$ cat src/rtl/mem_access_unit_pkg.sv
// Shared encodings and helpers for the MEM-stage data memory initiator.
// Size codes, FSM states, the captured-request record and lane-offset helpers.
package mem_access_unit_pkg;

   localparam logic [1:0] SIZE_BYTE = 2'b00;
   localparam logic [1:0] SIZE_HALF = 2'b01;
   localparam logic [1:0] SIZE_WORD = 2'b10;

   typedef enum logic [1:0] {
      ST_IDLE  = 2'b00,
      ST_RESP  = 2'b01,
      ST_MERGE = 2'b10
   } state_t;

   typedef struct packed {
      logic [31:0] data;
      logic [1:0]  off;
      logic [1:0]  size;
      logic        sgn;
   } req_t;

   // The reserved size code behaves exactly like a word access.
   function automatic logic [1:0] norm_size(input logic [1:0] size);
      return (size == 2'b11) ? SIZE_WORD : size;
   endfunction

   // Drop address bits finer than the access size.
   function automatic logic [1:0] align_offset(input logic [1:0] size, input logic [1:0] off);
      case (size)
         SIZE_BYTE: return off;
         SIZE_HALF: return {off[1], 1'b0};
         default:   return 2'b00;
      endcase
   endfunction

   function automatic logic is_misaligned(input logic [1:0] size, input logic [1:0] off);
      case (size)
         SIZE_BYTE: return 1'b0;
         SIZE_HALF: return off[0];
         default:   return off != 2'b00;
      endcase
   endfunction

endpackage

$ cat src/rtl/mem_access_unit_byte_lane_align.sv
// Big-endian lane steering: extracts/extends a sub-word load and merges a sub-word store.
// Purely combinational; offset 0 is bits [31:24].
module mem_access_unit_byte_lane_align
   import mem_access_unit_pkg::*;
(
   input  logic [31:0] rd_word,
   input  logic [1:0]  offset,
   input  logic [1:0]  size,
   input  logic        sgn,
   input  logic [31:0] wr_data,
   output logic [31:0] load_val,
   output logic [31:0] merge_word
);

   logic [7:0]  byte_sel;
   logic [15:0] half_sel;

   always_comb begin
      byte_sel = rd_word[31:24];
      case (offset)
         2'd0: byte_sel = rd_word[31:24];
         2'd1: byte_sel = rd_word[23:16];
         2'd2: byte_sel = rd_word[15:8];
         2'd3: byte_sel = rd_word[7:0];
         default: byte_sel = rd_word[31:24];
      endcase
      half_sel = offset[1] ? rd_word[15:0] : rd_word[31:16];

      load_val = rd_word;
      case (size)
         SIZE_BYTE: load_val = {{24{sgn & byte_sel[7]}}, byte_sel};
         SIZE_HALF: load_val = {{16{sgn & half_sel[15]}}, half_sel};
         default:   load_val = rd_word;
      endcase
   end

   always_comb begin
      merge_word = rd_word;
      case (size)
         SIZE_BYTE: begin
            case (offset)
               2'd0: merge_word[31:24] = wr_data[7:0];
               2'd1: merge_word[23:16] = wr_data[7:0];
               2'd2: merge_word[15:8]  = wr_data[7:0];
               2'd3: merge_word[7:0]   = wr_data[7:0];
               default: merge_word = rd_word;
            endcase
         end
         SIZE_HALF: begin
            if (offset[1]) merge_word[15:0]  = wr_data[15:0];
            else           merge_word[31:16] = wr_data[15:0];
         end
         default: merge_word = wr_data;
      endcase
   end

endmodule

$ cat src/rtl/mem_access_unit.sv
// MEM-stage initiator: word store in 1 cycle, loads and sub-word stores (read-modify-write) in 2.
// StallM holds the pipeline for the first cycle of 2-cycle ops; MISALIGN_TRAP_EN enables the misalign trap.
module mem_access_unit
   import mem_access_unit_pkg::*;
#(
   parameter int ADDR_W = 32,
   parameter int DATA_W = 32
) (
   input  logic              CLK,
   input  logic              RST,
   input  logic              ReqM,
   input  logic              MemWriteM,
   input  logic [1:0]        SizeM,
   input  logic              SignedM,
   input  logic [ADDR_W-1:0] ALUOutM,
   input  logic [DATA_W-1:0] WriteDataM,
   output logic [ADDR_W-1:0] MemAddr,
   output logic [DATA_W-1:0] MemWD,
   output logic              MemWE,
   output logic              MemRE,
   input  logic [DATA_W-1:0] MemRD,
   output logic [DATA_W-1:0] ReadDataM,
   output logic              StallM,
   output logic              DoneM,
   output logic              MisalignM
);

   state_t              state_q, state_d;
   logic [ADDR_W-3:0]   word_addr_q, word_addr_d;
   req_t                req_q, req_d;

   logic [1:0]          size_n, off_n;
   logic                we_c, re_c, stall_c, done_c, mis_c;
   logic [ADDR_W-1:0]   addr_c;
   logic [DATA_W-1:0]   wd_c, rdata_c;
   logic [31:0]         load_val, merge_word;

   assign size_n = norm_size(SizeM);
   assign off_n  = align_offset(size_n, ALUOutM[1:0]);

   mem_access_unit_byte_lane_align u_lane (
      .rd_word    (MemRD),
      .offset     (req_q.off),
      .size       (req_q.size),
      .sgn        (req_q.sgn),
      .wr_data    (req_q.data),
      .load_val   (load_val),
      .merge_word (merge_word)
   );

   always_comb begin
      state_d     = state_q;
      word_addr_d = word_addr_q;
      req_d       = req_q;
      we_c        = 1'b0;
      re_c        = 1'b0;
      stall_c     = 1'b0;
      done_c      = 1'b0;
      mis_c       = 1'b0;
      addr_c      = '0;
      wd_c        = '0;
      rdata_c     = '0;

      case (state_q)
         ST_IDLE: begin
            if (ReqM) begin
`ifdef MISALIGN_TRAP_EN
               if (is_misaligned(size_n, ALUOutM[1:0])) begin
                  mis_c  = 1'b1;
                  done_c = 1'b1;
               end else
`endif
               if (MemWriteM && size_n == SIZE_WORD) begin
                  addr_c = {ALUOutM[ADDR_W-1:2], 2'b00};
                  we_c   = 1'b1;
                  wd_c   = WriteDataM;
                  done_c = 1'b1;
               end else begin
                  // Loads and sub-word stores both need the current word first.
                  addr_c      = {ALUOutM[ADDR_W-1:2], 2'b00};
                  re_c        = 1'b1;
                  stall_c     = 1'b1;
                  word_addr_d = ALUOutM[ADDR_W-1:2];
                  req_d.data  = WriteDataM;
                  req_d.off   = off_n;
                  req_d.size  = size_n;
                  req_d.sgn   = SignedM;
                  state_d     = MemWriteM ? ST_MERGE : ST_RESP;
               end
            end
         end
         ST_RESP: begin
            addr_c  = {word_addr_q, 2'b00};
            rdata_c = load_val;
            done_c  = 1'b1;
            state_d = ST_IDLE;
         end
         ST_MERGE: begin
            addr_c  = {word_addr_q, 2'b00};
            wd_c    = merge_word;
            we_c    = 1'b1;
            done_c  = 1'b1;
            state_d = ST_IDLE;
         end
         default: state_d = ST_IDLE;
      endcase
   end

   always_ff @(posedge CLK) begin
      if (RST) begin
         state_q     <= ST_IDLE;
         word_addr_q <= '0;
         req_q       <= '0;
      end else begin
         state_q     <= state_d;
         word_addr_q <= word_addr_d;
         req_q       <= req_d;
      end
   end

   // Reset overrides everything so an abandoned MERGE never writes.
   assign MemWE     = we_c & ~RST;
   assign MemRE     = re_c & ~RST;
   assign StallM    = stall_c & ~RST;
   assign DoneM     = done_c & ~RST;
   assign MemAddr   = RST ? '0 : addr_c;
   assign MemWD     = RST ? '0 : wd_c;
   assign ReadDataM = RST ? '0 : rdata_c;
`ifdef MISALIGN_TRAP_EN
   assign MisalignM = mis_c & ~RST;
`else
   assign MisalignM = 1'b0 & mis_c;
`endif

endmodule

$ cat config.mk
export PLATFORM = sky130hd
export DESIGN_NAME = mem_access_unit
export DESIGN_NICKNAME = d
export VERILOG_FILES = /design/src/rtl/mem_access_unit_pkg.sv /design/src/rtl/mem_access_unit_byte_lane_align.sv /design/src/rtl/mem_access_unit.sv
export SDC_FILE = /design/constraint.sdc
export NUM_CORES = 1
export LEC_CHECK = 0
export ABC_AREA = 0
export CAP_MARGIN = 30
export CORE_ASPECT_RATIO = 2
export CORE_UTILIZATION = 46
export DETAILED_ROUTE_END_ITERATION = 7
export PLACE_DENSITY = 0.82
export SLEW_MARGIN = 30
export SYNTH_ARGS = -nofsm -noshare
export SYNTH_HDL_FRONTEND = slang
export SYNTH_HIERARCHICAL = 1
export SYNTH_SLANG_ARGS = --single-unit
$ cat constraint.sdc
create_clock -name CLK -period 2.2 [get_ports CLK]
set_input_delay 0.33 -clock CLK [delete_from_list [all_inputs] [get_ports CLK]]
set_output_delay 0.33 -clock CLK [all_outputs]
set_load 0.005 [all_outputs]
Yosys cells after proc, flatten, opt, wreduce, memory -nomap -nowiden. Index checks and enable logic that the tools add are counted. Widths: inputs -> output; s select.

Bitwise gates (word level): 8. Muxes and demuxes: 29. Reduce and logical (&&, ||, !) cells: 9. Eq/ne operators: 9.

Operator list (number): $pmux 32 s2 (4); $mux 32 (7); $mux 16 (3); $mux 8 (4); $pmux 8 s4 (1); $eq 2x2->1 const B (5); $eq 2x1->1 const B (4); $logic_not 2->1 (4); $and 1x1->1 (5); $mux 1 (5); $mux 2 (2); $pmux 1 s2 (2); $pmux 2 s2 (1); $reduce_or 2->1 (2); $not 1->1 (3); $reduce_and 3->1 (1); $reduce_and 2->1 (1); $logic_and 1x1->1 (1).

Logic and storage cells: 61. Flip-flop bits (word level): 69. Bits of input ports: 103.

Depth between registers and ports, before layout. Gate-level depths: netlist (run 1).

Depth in word-level cells: 8. Mapped depth: 8. Depth with buffers taken out: 6.

Cells and area by module. Netlist (run 1), hierarchy kept.

Modules (own cells, without submodules): mem_access_unit (instances 1, cells each 517, area each 4011.3 um^2); mem_access_unit_byte_lane_align (instances 1, cells each 237, area each 1739.2 um^2).

Worst setup path before layout (run 1). No wires, ideal clock.

Path kind: reg2out. Start point: register req_q[3] in the netlist's numbering. End point: output ReadDataM[19]. Data required time: 1.870 ns. Cell stages (with the launch flop): 8. Data arrival time: 1.670 ns. Setup slack: 0.200 ns. Buffers on the path: 2. Path through: dfxtp_1 -> nor2b_1 -> buf_6 -> a22o_1 -> o41a_1 -> buf_6 -> nand2_1 -> and2_1.

Word-level cells in the longest chain between the ends: 6. Elaborated cells between the ends (all ways): 9. Those cells by class: 3 x eq/ne; 4 x mux; 1 x bitwise; 1 x reduce/logical.

RTL lines: start, declared (line mem_access_unit.sv:30) `req_t req_q, req_d;`; start signal, assigned (line mem_access_unit.sv:117) `req_q <= req_d;`; $eq 2x2->1, or another cell as far along (line mem_access_unit_byte_lane_align.sv:20) `case (offset)`; $pmux 8 s4 (*) (line mem_access_unit_byte_lane_align.sv:20); $and 1x1->1 (*) (line mem_access_unit_byte_lane_align.sv:31) `SIZE_BYTE: load_val = {{24{sgn & byte_sel[7]}}, byte_sel};`; $pmux 32 s2 (*) (line mem_access_unit_byte_lane_align.sv:30) `case (size)`; net load_val[19] (line mem_access_unit.sv:36) `logic [31:0] load_val, merge_word;`; $mux 32 (*) (line mem_access_unit.sv:64) `case (state_q)`; $mux 32 (*) (line mem_access_unit.sv:128) `assign ReadDataM = RST ? '0 : rdata_c;`; end, declared (line mem_access_unit.sv:22) `output logic [DATA_W-1:0] ReadDataM,`.

The timed path passes the listed nets; every way through them passes the cells marked *.

Worst setup path in the final report (run 1).
Start point: register req_q[4] in the netlist's numbering. End point: output MemWD[27].

Word-level cells in the longest chain between the ends: 5. Elaborated cells between the ends (all ways): 6. Those cells by class: 5 x mux; 1 x reduce/logical.

RTL lines: $logic_not 2->1 (line mem_access_unit_byte_lane_align.sv:41) `case (offset)`; $mux 8 (line mem_access_unit_byte_lane_align.sv:41); $pmux 32 s2 (*) (line mem_access_unit_byte_lane_align.sv:39) `case (size)`; net merge_word[27] (line mem_access_unit.sv:36); $pmux 32 s2 (*) (line mem_access_unit.sv:64); $mux 32 (*) (line mem_access_unit.sv:127) `assign MemWD = RST ? '0 : wd_c;`; end, declared (line mem_access_unit.sv:18) `output logic [DATA_W-1:0] MemWD,`.

Marks and branches as above.

==> run summary, run 1 <==
The share of the clock period used by the worst path after layout is 1.19, and the clock latency on the worst-skew pair is 0.35 ns. The die is 160 µm tall. Entering global routing, the biggest net connects 67 pins.

A synthesized cell averages 7.63 µm². The sum of buffers and inverters on the critical path was 5. Cell at the root of the clock tree: sky130_fd_sc_hd__clkbuf_16.

Yosys mapped a number of flops with a built-in enable equal to 0. The minimum clock period came out at 2.63 ns. The worst setup path is captured at a primary output. The logic depth of the worst register-to-register path came out at 11. The most common cell type on the critical path was sky130_fd_sc_hd__buf_4.

The flow ran to the end, but the final reports show violations. The sequential cells in the finished layout cover a total of 1400 µm². The proportion of synthesized flip-flops having asynchronous set or reset came out at 0. Number of global-route vias before repair: 7,784. Broken down by cell family, the worst path's largest delay share belongs to buffers and inverters.

The worst setup path is of the flip-flop to primary output kind. Area overhead of the layout relative to synthesis: 71.6%. After floorplanning, the core was divided into 57 placement rows. The transition time of the tightest slew-check pin is 0.801 ns, and the power per unit of standard cell area is 492 nW/µm².

The maximum single-stage delay on the critical path came out at 0.47 ns. The share of the core filled with cells in the final layout is 0.809, and the clock skew after layout is 0.00899 ns. Setup repair after global routing could not meet its margin everywhere. The worst register-to-register path ends at req_q[23]$_SDFFE_PP0P_. After detailed placement, the total cell area comes to 8340 µm².

The total number of vias was 8,272; the count of distinct cell types in the synthesized netlist was 47. The multi-input combinational cells in the finished layout cover a total of 4410 µm². For the CTS buffer count, the log shows 9. The worst register-to-register path begins at state_q[0]$_SDFFE_PP0N_.

For this run, the number of Yosys warnings is 6. The sequential fraction of the synthesis area came out at 0.240. Count of filler cells inserted in the layout: 702. The number of max-cap violations is 0, and the gate count after technology mapping is 754. The worst hold path stage count came out at 2. The top fanout value on the critical path is 8, and the overall power of the completed layout is 4.85 mW. In the routed layout, each cell is associated on average with a via count of 6.77.

Wire length reported by the detailed router: 31,100 µm. The library cell used most frequently in the layout, excluding fill and tap cells, is sky130_fd_sc_hd__buf_4. In this run, the number of DRC markers left after iteration 0 of detailed routing was 1,186.

For the number of hold-repair buffers added at the cts stage, the log shows 0. The relative max-transition margin is 0.465, and the maximum clock frequency is 381 MHz. In the final routed layout, each cell accounts on average for 25.4 µm.

The checks that failed: DRC, setup timing. The run gives 4.18 nW as the standby leakage power. The top cell types in the final layout, fill and taps aside, are 113 x sky130_fd_sc_hd__buf_4, 94 x sky130_fd_sc_hd__clkdlybuf4s50_1, 69 x sky130_fd_sc_hd__a21oi_1. Global routing finished with a remaining overflow of 0.

The number of top-level pins is 204, and the aggregate negative setup slack is -15.31 ns. In the routed design, unresolved DRC markers number 17. The final worst slack is -0.427 ns, and the floorplan core area is 12,200 µm².

In this run the register-to-register setup slack is 0.09 ns. Number of buffer cells added on primary ports: 200. The maximum VDD drop was 663 µV; the net count of the finished layout was 1,177. STA classifies the critical path startpoint as a flip-flop.

For this design, the sink count on the clock tree is 69. In this run, synthesis produced a sequential element count of 69. TritonCTS built the clock tree. The run gives 0 as the final hold violation count. The initial core utilization is 0.472, and the cell area after layout is 9870 µm². In this run the horizontal extent of the chip is 81.1 µm.

The die covers 13,000 µm². The area of the mapped netlist is 5750 µm², and the number of H-tree levels is 3. The maximum clock insertion buffer count came out at 2. The proportion of layout cells with a drive suffix above 1 is 0.418, and the data arrival time at the worst-slack endpoint is 2.30 ns. The first global-routing pass estimated 42,900 µm of wire. The signal on the critical path passes through buf_4 > buf_12 > buf_6 > buf_4 > mux2i_1 > o221ai_1 > a22oi_1 > nor2_1 > buf_2. Routability-driven placement finished with a final weighted congestion of 1.00. The placed wire-length estimate came out at 16,700 µm. The most used flip-flop cell after synthesis is sky130_fd_sc_hd__dfxtp_1.

The length of the first detailed-routing pass in iterations was 8. The slowest cell on the critical path was sky130_fd_sc_hd__dfxtp_4. End point of the worst hold path: word_addr_q[8]$_SDFFE_PP0P_. The required time at the worst-slack endpoint came out at 1.87 ns.

The count of nets left with antenna violations once routing finished came out at 0. In this run the worst setup path begins at req_q[4]$_SDFFE_PP0P_. The initial antenna violation count is 2, and the combined global-route utilization of all metal layers is 0.443. The startpoint identified for the worst hold timing path is word_addr_q[8]$_SDFFE_PP0P_. Clock-pin slew was measured on the worst setup and hold paths at 0.06 ns. Number of pins with negative max-slew slack in the final report: 0.

The tightest min-delay check is of the flip-flop to flip-flop type. Setup violations remaining at the end of the flow were counted as 65.
==> worst max path at each step <==
| stage | end | depth (start not counted) |
|---|---|---|
| floorplan | ReadDataM[19] | 7 |
| global placement | ReadDataM[21] | 8 |
| detailed placement | ReadDataM[11] | 9 |
| CTS | ReadDataM[23] | 9 |
| global route | ReadDataM[9] | 10 |
| finish | MemWD[27] | 9 |
==> through the flow <==
stage	instances	setup WS [ns]	hold WS (ns)
after global placement	1113	-0.653	0.460
after floorplan	756	0.200	0.454
after global routing	1221	-0.460	0.492
after detailed placement	1113	-0.707	0.467
after CTS	1206	-0.364	0.475
final	1222	-0.427	0.479
==> layer usage <==
metal,global-route usage,up-vias,part of all wire
li1,-,3396,-
met1,0.421,3806,0.29
met2,0.716,760,0.47
met3,0.154,308,0.12
met4,0.413,2,0.12
met5,0,-,0.00039
==> final cells by class <==
| cell class | instances | area share |
|---|---|---|
| Timing Repair Buffer | 392 | 0.362 |
| Multi-Input combinational cell | 592 | 0.447 |
| Antenna cell | 1 | 0.000254 |
| Sequential cell | 69 | 0.142 |
| Clock buffer | 13 | 0.0243 |
| Tap cell | 147 | 0.0186 |
| Clock inverter | 2 | 0.00355 |
| Inverter | 6 | 0.00254 |
==> worst reg2reg max path: cells and delay by family (launching register included) <==
| family | cells | cell delay, ns |
|---|---|---|
| compound gates | 1 | 0.20 |
| simple gates | 2 | 0.32 |
| fa+ha+maj | 1 | 0.16 |
| buf+inv | 7 | 1.03 |
| flops | 1 | 0.32 |
==> Yosys cell counts, types with 2 or more instances <==
cell | number | area share
sky130_fd_sc_hd__buf_4 | 19 | 0.025
sky130_fd_sc_hd__buf_8 | 2 | 0.0052
sky130_fd_sc_hd__mux4_2 | 7 | 0.027
sky130_fd_sc_hd__o21ai_0 | 62 | 0.054
sky130_fd_sc_hd__a22oi_2 | 20 | 0.044
sky130_fd_sc_hd__o221ai_1 | 16 | 0.024
sky130_fd_sc_hd__a22o_1 | 16 | 0.024
sky130_fd_sc_hd__buf_6 | 5 | 0.0098
sky130_fd_sc_hd__mux2_2 | 8 | 0.016
sky130_fd_sc_hd__buf_1 | 3 | 0.0020
sky130_fd_sc_hd__o21ai_1 | 6 | 0.0052
sky130_fd_sc_hd__nand3_1 | 65 | 0.057
sky130_fd_sc_hd__a21oi_1 | 69 | 0.060
sky130_fd_sc_hd__o22ai_1 | 7 | 0.0076
sky130_fd_sc_hd__a22oi_1 | 50 | 0.065
sky130_fd_sc_hd__ha_1 | 4 | 0.0087
sky130_fd_sc_hd__and2_1 | 33 | 0.036
sky130_fd_sc_hd__clkbuf_1 | 32 | 0.021
sky130_fd_sc_hd__nor2_2 | 21 | 0.023
sky130_fd_sc_hd__a221oi_1 | 7 | 0.011
sky130_fd_sc_hd__or2_2 | 2 | 0.0022
sky130_fd_sc_hd__mux2i_1 | 41 | 0.071
sky130_fd_sc_hd__nor3_1 | 2 | 0.0017
sky130_fd_sc_hd__nand2b_1 | 4 | 0.0044
sky130_fd_sc_hd__inv_1 | 5 | 0.0033
sky130_fd_sc_hd__nand2_1 | 65 | 0.042
sky130_fd_sc_hd__a221o_1 | 9 | 0.016
sky130_fd_sc_hd__dfxtp_1 | 69 | 0.24
sky130_fd_sc_hd__clkbuf_2 | 4 | 0.0035
sky130_fd_sc_hd__nor2b_1 | 10 | 0.011
sky130_fd_sc_hd__buf_2 | 23 | 0.020
sky130_fd_sc_hd__nor2_1 | 53 | 0.035
==> where the power goes <==
part	total [mW]	switching, mW	internal, mW	leakage, nW
combinational	2.00	1.01	0.990	3.47
sequential	1.43	0.102	1.33	0.569
clock	1.43	0.554	0.872	0.134
==> logic make-up (layout without fill, tap and decap cells) <==
logic type,Yosys count,count (layout),synth area share
compound gates,267,267,0.319
mux,56,56,0.114
flops,69,69,0.240
fa+ha+maj,4,4,0.00870
buf+inv,95,413,0.0936
other cells,1,4,0.000652
simple gates,262,262,0.223
==> timing repair <==
| action | CTS | global route |
|---|---|---|
| pin swaps | 75 | 67 |
| buffers inserted | 72 | 26 |
| endpoints found under the setup margin | 98 | 91 |
| gates cloned | 7 | 0 |
| gates resized for setup | 396 | 150 |
==> registers in the layout, summed over array words and instances (netlist names) <==
name and flops:
state_q 2, word_addr_q 30, req_q 37
(Power assumes the default switching activity.)
==> run 2: changes to the inputs <==
==> constraint.sdc (replaced) <==
create_clock -name CLK -period 2.2 [get_ports CLK]
set_input_delay 0.33 -clock CLK [delete_from_list [all_inputs] [get_ports CLK]]
set_output_delay 0.33 -clock CLK [all_outputs]
set_load 0.02 [all_outputs]
==> run 2 against run 1 <==
Net effect:
- total power shrank 5.9%
- core utilization shrank 4.6 points
- the flow finishes with violations (setup timing)
- highest routed layer is now met4
- cell count shrank 4.8%
- global-route usage shrank 5.0 points
- clock-buffer cell count is the same
- critical path depth grew 1
- routed wire length shrank 9.3%
- first-iteration DRC count shrank 15%
- setup slack gained 0.076 ns
==> run summary, run 2 (same netlist as run 1, synthesis figures left out) <==
The run finished, with violations left. The checks that failed: setup timing. Worst hold-check path type: input pin to flip-flop. The run gives 0.472 (unchanged) as the initial core utilization. For the standby leakage power, the log shows 3.81 nW (-8.6%). The count of unresolved DRC violations after routing came out at 0 (-17).

The vertical die dimension came out at 160 µm (unchanged). The worst setup path is launched from a flip-flop. The number of global-route vias before repair was 7,184 (-7.7%).

The logs give 1,113 (unchanged) for the number of cells in the design after placement and 0.553 (+0.0883) for the relative max-transition margin. The tools report the floorplan core area as 12,200 µm² (unchanged). The tools report the worst flop-to-flop path startpoint as state_q[0]$_SDFFE_PP0N_.

Global-route wire length before repair: 38,400 µm (-10%). The tools report the combined global-route utilization of all metal layers as 0.393 (-0.0503). The via density per instance was 6.58 (-2.8%). The run gives 8 (unchanged) as the length of the first detailed-routing pass in iterations.

The placed wire-length estimate came out at 16,600 µm (-0.60%). Worst hold path stage count: 3 (+1). The run gives 2.22 ns (-0.08 ns) as the data arrival time at the worst-slack endpoint. Cell at the root of the clock tree: sky130_fd_sc_hd__clkbuf_16. The maximum clock frequency was 392 MHz (+3.0%).

The number of H-tree levels is 3 (unchanged). For the final hold violation count, the log shows 0 (unchanged). The end point of the worst hold path is state_q[0]$_SDFFE_PP0N_. The horizontal extent of the die works out to 81.1 µm (unchanged).

The number of pins with negative max-slew slack in the final report was 0 (unchanged); the register-to-register setup slack was 0.32 ns (+0.23 ns). The run gives 67 (unchanged) as the pin count of the biggest net entering global routing. Remaining antenna violation count after routing: 0 (unchanged).

The tools report the final worst slack as -0.351 ns (+0.0761 ns). The initial antenna violation count is 1 (-1). The run gives 0 (-1) as the count of inserted antenna diode cells.

The tools report the destination of the worst register-to-register timing path as req_q[20]$_SDFFE_PP0P_. The largest registers in the layout are req_q: 37 flops, word_addr_q: 30 flops, state_q: 2 flops. The clock skew after layout is 0.00694 ns (-0.00205 ns). The maximum clock insertion buffer count is 2 (unchanged), and the proportion of layout cells with a drive suffix above 1 is 0.397 (-0.0214).

The run gives 533 µV (-20%) as the maximum VDD drop. The placer congestion estimate was 1.06 (+6.2%); the transition time of the tightest slew-check pin was 0.670 ns (-0.131 ns). The tools report the final non-filler cell total as 1,163 (-4.8%). The library cells used most frequently in the layout, excluding fill and tap cells, are 115 x sky130_fd_sc_hd__buf_4, 93 x sky130_fd_sc_hd__clkdlybuf4s50_1, 68 x sky130_fd_sc_hd__a21oi_1. The share of the clock period used by the worst path after layout is 1.16 (-0.0346), and the overflow left after global routing is 0 (unchanged). The tools report the total number of placement rows as 57 (unchanged). The CTS buffer count was 9 (unchanged). The logic depth of the worst register-to-register path was 8 (-3); the wire length reported by the detailed router was 28,200 µm (-9.3%). The top fanout value on the critical path was 5 (-3). The source of the worst hold timing path was RST.

For the net count of the finished layout, the log shows 1,119 (-4.9%). The endpoint kind of the worst setup timing path was a primary output. Ranked by flip-flop count, first place goes to req_q. For the overall power of the completed layout, the log shows 4.57 mW (-5.9%). The clock-pin transition on the worst setup and hold timing paths is 0.05 ns (about the same), and the clock latency on the worst-skew pair is 0.33 ns (-0.02 ns). The total number of vias was 7,655 (-7.5%). TritonCTS built the clock tree. Die outline area: 13,000 µm² (unchanged). For the DRC marker count from the first detailed-route iteration, the log shows 1,009 (-15%). The number of max-cap violations came out at 0 (unchanged). The wire length per cell after detailed routing is 24.2 µm (-4.7%). The number of buffer cells added on primary ports is 200 (unchanged).

Leaving out fill and tap cells, the most frequent cell in the layout is sky130_fd_sc_hd__buf_4. Setup repair after global routing could not meet its margin everywhere. The run gives 1.87 ns (about the same) as the required time at the worst-slack endpoint. The run gives 69 (unchanged) as the total number of clock tree sinks. The flip-flop count of the largest register after layout is 37 (unchanged). The number of top-level pins is 204 (unchanged).

The tools report the startpoint of the most critical setup path as req_q[4]$_SDFFE_PP0P_. The minimum clock period was 2.55 ns (-0.0761 ns); the area overhead of the layout relative to synthesis was 61.8%. The power per unit of standard cell area was 491 nW/µm² (-0.17%); the number of setup violations in the final report was 64 (-1.5%).

The critical path is of the flip-flop to primary output type.
==> run 2: final cells by class <==
class / instances / area, µm²
Multi-Input combinational cell: 592 / 4290
Timing Repair Buffer: 334 / 3160
Fill cell: 839 / 2890
Sequential cell: 69 / 1390
Clock buffer: 13 / 250
Tap cell: 147 / 184
Inverter: 6 / 25.0
Clock inverter: 2 / 10.0
==> run 2: routing by layer <==
layer,share of wire,GRT usage
met3,0.11,0.118
met1,0.30,0.375
met2,0.49,0.659
met5,0,0
met4,0.094,0.338
==> run 2: how the worst max path moves through the flow <==
stage	end	slack (ns)	cells past startpoint
finish	MemWD[30]	-0.35	10
global route	MemWD[30]	-0.36	10
CTS	MemWD[25]	-0.20	10
detailed placement	ReadDataM[9]	-0.78	9
global placement	ReadDataM[21]	-0.72	8
floorplan	MemWD[10]	0.1	7
==> run 2: critical path, stage by stage, from the launching register on <==
cell and delay, ns:
sky130_fd_sc_hd__dfxtp_4 0.37, sky130_fd_sc_hd__buf_6 0.13, sky130_fd_sc_hd__buf_6 0.11, sky130_fd_sc_hd__nor2_4 0.16
sky130_fd_sc_hd__buf_4 0.14, sky130_fd_sc_hd__buf_6 0.12, sky130_fd_sc_hd__mux2i_1 0.26, sky130_fd_sc_hd__o221ai_1 0.14
sky130_fd_sc_hd__a22oi_1 0.24, sky130_fd_sc_hd__nor2_1 0.06, sky130_fd_sc_hd__buf_4 0.16
==> run 2: stage by stage <==
stage	setup TNS, ns	util	hold WS (ns)	setup WS, ns	area (µm²)
final	-13.12	0.763	0.451	-0.351	9310
after global routing	-15.34	0.763	0.492	-0.364	9310
after CTS	-5.93	0.730	0.461	-0.203	8900
after detailed placement	-37.26	0.685	0.466	-0.784	8360
after global placement	-34.98	0.685	0.461	-0.719	8360
after floorplan	0	-	0.454	0.0990	5760
==> run 2: what timing repair did <==
item	4_1_cts	5_1_grt
gates resized for setup	545	92
pin swaps	65	31
setup endpoints to repair	98	77
hold buffers	0	0
gates cloned	3	1
setup buffers	23	12
==> run 2: where the power goes <==
group | total, mW | internal [mW] | switching, mW | leakage [nW]
registers | 1.42 | 1.33 | 0.0925 | 0.568
logic | 1.83 | 0.859 | 0.973 | 3.12
clock network | 1.32 | 0.785 | 0.533 | 0.129
total | 4.57 | 2.97 | 1.60 | 3.81
